$ cat config.mk
export PLATFORM = sky130hd
export DESIGN_NAME = mmio_responder_flat
export DESIGN_NICKNAME = d
export VERILOG_FILES = /design/src/rtl/mmio_responder_if.sv /design/src/rtl/mmio_responder.sv /design/src/flat_wrapper.sv
export SDC_FILE = /design/constraint.sdc
export NUM_CORES = 1
export LEC_CHECK = 0
export CAP_MARGIN = 10
export CELL_PAD_IN_SITES_DETAIL_PLACEMENT = 1
export CELL_PAD_IN_SITES_GLOBAL_PLACEMENT = 1
export CORE_ASPECT_RATIO = 0.6
export CORE_MARGIN = 3
export CORE_UTILIZATION = 28
export CTS_BUF_LIST = sky130_fd_sc_hd__clkbuf_8
export CTS_CLUSTER_DIAMETER = 200
export DETAILED_ROUTE_END_ITERATION = 8
export PLACE_DENSITY = 0.93
export SETUP_SLACK_MARGIN = 0.05
export SLEW_MARGIN = 10
export SYNTH_ARGS = -nofsm -noshare
export SYNTH_HDL_FRONTEND = slang
export SYNTH_SLANG_ARGS = --single-unit
$ cat constraint.sdc
create_clock -name clock -period 3.6 [get_ports clock]
set_input_delay 1.08 -clock clock [delete_from_list [all_inputs] [get_ports clock]]
set_output_delay 1.08 -clock clock [all_outputs]
set_load 0.01 [all_outputs]
$ cat src/rtl/mmio_responder_if.sv
// MEM-stage data bus between the pipeline (master) and the MMIO responder (slave).
interface mmio_responder_if;
  logic [63:0] address;
  logic [63:0] write_data;
  logic        MemRead;
  logic        MemWrite;
  logic        hit;
  logic [63:0] read_data;

  modport master (output address, write_data, MemRead, MemWrite, input hit, read_data);
  modport slave  (input address, write_data, MemRead, MemWrite, output hit, read_data);
endinterface

$ cat src/rtl/mmio_responder.sv
// MMIO target: LED register, debounced switches, W1C change flag, cycle counter.
// Define MMIO_CYCLE_COUNTER_EN to implement the CYCLES register at offset 0x18.
module mmio_responder #(
  parameter logic [63:0] BASE_ADDR       = 64'h0000_0000_0000_1000,
  parameter int unsigned DEBOUNCE_CYCLES = 16
) (
  input  logic              clock,
  input  logic              reset,
  mmio_responder_if.slave   bus,
  input  logic [17:0]       switches,
  output logic [26:0]       leds,
  output logic              sw_changed
);
  localparam int unsigned     CW      = (DEBOUNCE_CYCLES > 2) ? $clog2(DEBOUNCE_CYCLES) : 1;
  localparam logic [CW-1:0]   DB_LAST = CW'(DEBOUNCE_CYCLES - 1);

  localparam logic [1:0] REG_LED  = 2'd0;
  localparam logic [1:0] REG_SW   = 2'd1;
  localparam logic [1:0] REG_STAT = 2'd2;
  localparam logic [1:0] REG_CYC  = 2'd3;

  logic       aligned, wr, rd;
  logic [1:0] idx;

  assign bus.hit = (bus.address[63:5] == BASE_ADDR[63:5]);
  assign aligned = (bus.address[2:0] == 3'd0);
  assign idx     = bus.address[4:3];
  assign wr      = bus.hit && aligned && bus.MemWrite;
  assign rd      = bus.hit && aligned && bus.MemRead;

  // Switch path: 2-flop synchroniser, then count consecutive samples differing from stable.
  logic [17:0]   sync1, sync, stable;
  logic [CW-1:0] db_cnt;
  logic          accept;

  assign accept = (sync != stable) && (db_cnt == DB_LAST);

  always_ff @(posedge clock) begin
    if (reset) begin
      sync1  <= '0;
      sync   <= '0;
      stable <= '0;
      db_cnt <= '0;
    end else begin
      sync1 <= switches;
      sync  <= sync1;
      if (sync == stable || accept) db_cnt <= '0;
      else                          db_cnt <= db_cnt + 1'b1;
      if (accept) stable <= sync;
    end
  end

  always_ff @(posedge clock) begin
    if (reset)                     leds <= '0;
    else if (wr && idx == REG_LED) leds <= bus.write_data[26:0];
  end

  // A debounce acceptance beats a simultaneous W1C clear.
  always_ff @(posedge clock) begin
    if (reset)                                          sw_changed <= 1'b0;
    else if (accept)                                    sw_changed <= 1'b1;
    else if (wr && idx == REG_STAT && bus.write_data[0]) sw_changed <= 1'b0;
  end

  logic [63:0] cycles;
`ifdef MMIO_CYCLE_COUNTER_EN
  // A load takes effect as if the loaded value had already counted once.
  always_ff @(posedge clock) begin
    if (reset)                     cycles <= '0;
    else if (wr && idx == REG_CYC) cycles <= bus.write_data + 64'd1;
    else                           cycles <= cycles + 64'd1;
  end
`else
  logic unused_wdata;
  assign cycles       = '0;
  assign unused_wdata = ^bus.write_data[63:27];
`endif

  always_comb begin
    bus.read_data = '0;
    if (rd) begin
      case (idx)
        REG_LED:  bus.read_data = {37'd0, leds};
        REG_SW:   bus.read_data = {46'd0, stable};
        REG_STAT: bus.read_data = {63'd0, sw_changed};
        default:  bus.read_data = cycles;
      endcase
    end
  end
endmodule

$ cat src/flat_wrapper.sv
// flat-port wrapper written by rule: the top's interface ports become plain ports
module mmio_responder_flat 
#(
  parameter logic [63:0] BASE_ADDR       = 64'h0000_0000_0000_1000,
  parameter int unsigned DEBOUNCE_CYCLES = 16
)
  (clock, reset, switches, leds, sw_changed, bus_address, bus_write_data, bus_MemRead, bus_MemWrite, bus_hit, bus_read_data);
  mmio_responder_if bus_i ();
  input  logic clock;
  input  logic reset;
  input  logic [17:0] switches;
  output logic [26:0] leds;
  output logic sw_changed;
  input wire logic [$bits(bus_i.address)-1:0] bus_address;
  input wire logic [$bits(bus_i.write_data)-1:0] bus_write_data;
  input wire logic [$bits(bus_i.MemRead)-1:0] bus_MemRead;
  input wire logic [$bits(bus_i.MemWrite)-1:0] bus_MemWrite;
  output wire logic [$bits(bus_i.hit)-1:0] bus_hit;
  output wire logic [$bits(bus_i.read_data)-1:0] bus_read_data;
  assign bus_i.address = bus_address;
  assign bus_i.write_data = bus_write_data;
  assign bus_i.MemRead = bus_MemRead;
  assign bus_i.MemWrite = bus_MemWrite;
  assign bus_hit = bus_i.hit;
  assign bus_read_data = bus_i.read_data;
  mmio_responder #(.BASE_ADDR(BASE_ADDR), .DEBOUNCE_CYCLES(DEBOUNCE_CYCLES)) u_core (.clock(clock), .reset(reset), .bus(bus_i), .switches(switches), .leds(leds), .sw_changed(sw_changed));
endmodule
# Word-level counts from Yosys, hierarchy flattened
# Cells that the tools add are included.
op_classes:
  n_addsub: 1
  reduce_logical: 12
  eq_ne: 6
  muxes: 4
op_table:
  columns: ["op", "count"]
  rows:
  - ["$pmux W27 S3", 1]
  - ["$mux W64", 1]
  - ["$eq A59 B8 Y1 const B", 1]
  - ["$eq A18 B18 Y1", 1]
  - ["$ne A18 B18 Y1", 1]
  - ["$logic_and A1 B1 Y1", 7]
  - ["$add A4 B1 Y4 const B", 1]
  - ["$eq A4 B4 Y1 const B", 1]
  - ["$logic_not A3 Y1", 1]
  - ["$eq A2 B1 Y1 const B", 1]
  - ["$eq A2 B2 Y1 const B", 1]
  - ["$logic_not A2 Y1", 1]
  - ["$mux W1", 2]
  - ["$reduce_bool A2 Y1", 1]
  - ["$reduce_or A2 Y1", 1]
  - ["$logic_or A1 B1 Y1", 1]
word_totals:
  word_cells: 29
  in_bits: 150
  ff_bits: 86
  out_inout_bits: 93

# Logic depth before layout (Yosys ltp)
logic_depth:
  ltp_word: 7
  ltp_mapped: 7
  depth_no_buf: 6

# Worst setup path before layout
# Ideal clock, no wire load.
synth_path:
  path_kind: "input to output"
  start: "input port bus_address[60]"
  end: "output port bus_read_data[10]"
  required_time_ps: 2520
  n_path_buf: 1
  stages: 6
  slack_ps: 28
  arrival_ps: 2492
  path_cell_list: "nor4_1 -> nand4_1 -> nor4_2 -> nand3b_1 -> clkbuf_1 -> nor2_1"
synth_between:
  elab_chain_len: 4
synth_lines:
  columns: ["item", "line", "source"]
  rows:
  - ["start: declaration", "flat_wrapper.sv:14", "input wire logic [$bits(bus_i.address)-1:0] bus_address;"]
  - ["$eq A59 B8 Y1", "mmio_responder.sv:25", "assign bus.hit = (bus.address[63:5] == BASE_ADDR[63:5]);"]
  - ["$logic_and A1 B1 Y1 (2 in series)", "mmio_responder.sv:29", "assign rd = bus.hit && aligned && bus.MemRead;"]
  - ["$mux W64", "mmio_responder.sv:81", "if (rd) begin"]
  - ["end: declaration", "flat_wrapper.sv:19", "output wire logic [$bits(bus_i.read_data)-1:0] bus_read_data;"]
# Every way passes these cells.

# Worst setup path in the final report
layout_path:
  start: "input port bus_address[36]"
  end: "output port bus_read_data[18]"
# The elaborated chain is that of the path after synthesis.

==> reports/metrics.cfg <==
[detailed_routing]
postRouteAntennaNets = 0
first_pass_iters = 4
viasPerCell = 4.99
vias = 4345
drt_iter0_markers = 323
wl_per_cell_um = 18.9
drc = 0
wirelength_mm = 16.4

[floorplan]
start_util_pct = 29.1
rows = 34
fp.dieH_um = 102
die_x_um = 166
ios = 243
design.die.area_um2 = 16900
core_um2 = 14700

[pwr]
leakagePower_uw = 0.00258
max-vdd-ir-drop_mv = 0.217
power_density_nw_per_um2 = 297

[setup_path]
start_kind = primary input
slowest_delay_ps = 350
crit_required_ps = 2520
end_kind = primary output
crit_type = in2out
critPathMaxFanout = 5
cpMostUsedCell = buf_6
path_cells = clkbuf_2 -> nor4_4 -> nand4_1 -> nor4_4 -> buf_4 -> buf_6 -> and3_4 -> buf_12 -> buf_6 -> and2_4 -> buf_6
cp.arrival_ps = 3000
slowest_stage = nor4_4

[place]
dpl.hpwl_mm = 11.8
dpl-instance-area_um2 = 6090
pre_cts_ws_ps = -1180
gp_congestion = 0.821
portBuffers = 168

[cts]
cts_buffers = 9
h-tree-depth = 3
clkLatencyLatePin_ps = 360
clockBufferDepth = 2
cts_tree = done
numClockSinks = 86
cts_root_buffer = clkbuf_8
ctsHoldBuffers = 0
clkTransAtPathRegs_ps = 90

[yosys]
avgSynthCellArea_um2 = 8.73
syn_area_um2 = 4280
ys_warn_count = 0
ys_seq_area_share_pct = 40.2
synth_top_area_cell = dfxtp_1
yosysTopAreaCellShare_pct = 40.2
netlist_instances = 491
synth_cell_types = 33
synth.area.top_cells = dfxtp_1 (40%), buf_4 (6.8%), nor2b_1 (5.4%)
synth_seq_cells = 86

[finish]
diodes = 0
stdcell_area_um2 = 6580
drive_above_1_share_pct = 25.4
syn2layout_area_growth_pct = 53.5
fin_nets = 819

[grt]
grt_overflow_total = 0
antenna_found_initial = 0
grt_pass1_wl_mm = 25.0
grt_pass1_vias = 4461
gr-usage-all-layers_pct = 18.5
grt_max_degree = 66

[timing]
min_period_ps = 4080
fin_ws_ps = -482
fin_skew_ps = 11.4
tightest_slew_ps = 845
rsz0062_at_grt = yes
fmax_mhz = 245
slew_viol_final = 0
hold_slack_ps = 441
period_share_pct = 113
setup_viol = 27
slew_headroom_pct = 43.5
hold_viol_final = 0
tns_ps = -8990

[run_status]
outcome = finished, violations left
failed_checks = setup timing

[flow_run]
cap_violations = 0

[hold_path]
holdCritPathClass = reg2reg

[cell usage in the layout, fill, tap and decap left out, types with 3 or more instances in the layout]
cell type,synthesis,routed
a21oi_1,28,28
a32oi_1,18,18
a41oi_1,18,18
and2_1,10,8
and3_1,21,19
buf_12,0,3
buf_2,3,35
buf_4,39,31
buf_6,2,37
clkbuf_2,0,9
clkbuf_8,0,9
clkdlybuf4s15_1,0,11
clkdlybuf4s50_1,0,77
clkinvlp_4,0,3
conb_1,1,37
dfxtp_1,86,86
mux2i_1,18,18
nand2_1,22,22
nand3_1,31,31
nand4_1,8,8
nor2_1,21,6
nor2_4,0,15
nor2b_1,37,37
nor3_2,0,3
nor4_2,3,5
nor4_4,0,10
o21ai_0,9,9
o21ai_1,20,20
o31a_1,18,18
xnor2_1,19,19
[where the power goes]
group | internal [µW] | switching [µW] | leakage, µW | total [µW]
Clock | 322 | 360 | 0.0000883 | 682
Combinational | 134 | 153 | 0.00179 | 287
Sequential | 973 | 12.4 | 0.000701 | 985
[repair_timing]
item,CTS,global route
pin swaps,42,16
gates cloned,1,0
resized for setup,360,52
setup buffers,15,7
setup endpoints to repair,28,28
[synth_stat cells (all sizes together)]
cell type	instances
nor3	5
nor4	15
nand4	8
conb	1
nand3b	1
dfxtp	86
a21o	2
a41oi	18
nand3	31
a32oi	18
ha	1
or2	1
inv	1
o21ai	29
buf	45
nor4b	1
nor2b	37
nand2	22
xor2	1
xnor2	19
or4	1
a21oi	28
clkbuf	32
o31a	18
mux2i	18
and3	21
and2	10
nor2	21
[stage by stage]
stage	power (µW)	std cells	utilization (%)
5_1_grt	2050	870	44.7
4_1_cts	1960	870	44.0
2_1_floorplan	1150	527	-
3_5_place_dp	1290	839	41.4
3_3_place_gp	1280	839	41.4
6_report	1950	870	44.7
[routing by layer]
layer,track usage [%],vias up,part of all wire [%]
met5,0,-,0
met1,25.4,2121,47
li1,-,2060,-
met3,4.06,8,5.5
met4,3.26,0,0.51
met2,30.9,156,47
[state kept, by name (all words and copies together) (netlist names)]
| signal | flops |
|---|---|
| u_core.sync | 18 |
| u_core.sw_changed | 1 |
| u_core.db_cnt | 4 |
| u_core.leds | 27 |
| u_core.stable | 18 |
| u_core.sync1 | 18 |
[path summary, 6_finish.rpt]
check | end | start | cells past startpoint | slack, ps
setup / recovery | bus_read_data[18] | bus_address[36] | 11 | -480
hold / removal | u_core.sync[13]$_SDFF_PP0_ | u_core.sync1[13]$_SDFF_PP0_ | 1 | 440
setup reg to reg | u_core.stable[10]$_SDFFE_PP0P_ | u_core.stable[11]$_SDFFE_PP0P_ | 7 | 1420
hold reg to reg | u_core.sync[13]$_SDFF_PP0_ | u_core.sync1[13]$_SDFF_PP0_ | 1 | 440
[cell type report]
type	instances	area, µm²
Multi-Input combinational cell	363	2560
Clock inverter	6	70.1
Clock buffer	9	124
Inverter	1	3.75
Timing Repair Buffer	207	1850
Sequential cell	86	1720
Tap cell	198	248
Fill cell	1723	8140
[cell families after synthesis]
logic type	count (synthesis)	share of synthesized area, %
and+or+nand+nor	174	22.4
AOI/OAI and AO/OA	113	18.0
other	1	0.0875
buffers and inverters	78	10.7
DFF	86	40.2
adders and majority gates	1	0.292
muxes	18	4.21
xor gates and xnor gates	20	4.09
[worst max-delay path: cells and delay by family]
kind,cells,cell delay (ps)
AND/OR/NAND/NOR,5,1260
buffers and inverters,6,630
Power figures use the tool's default switching activity.
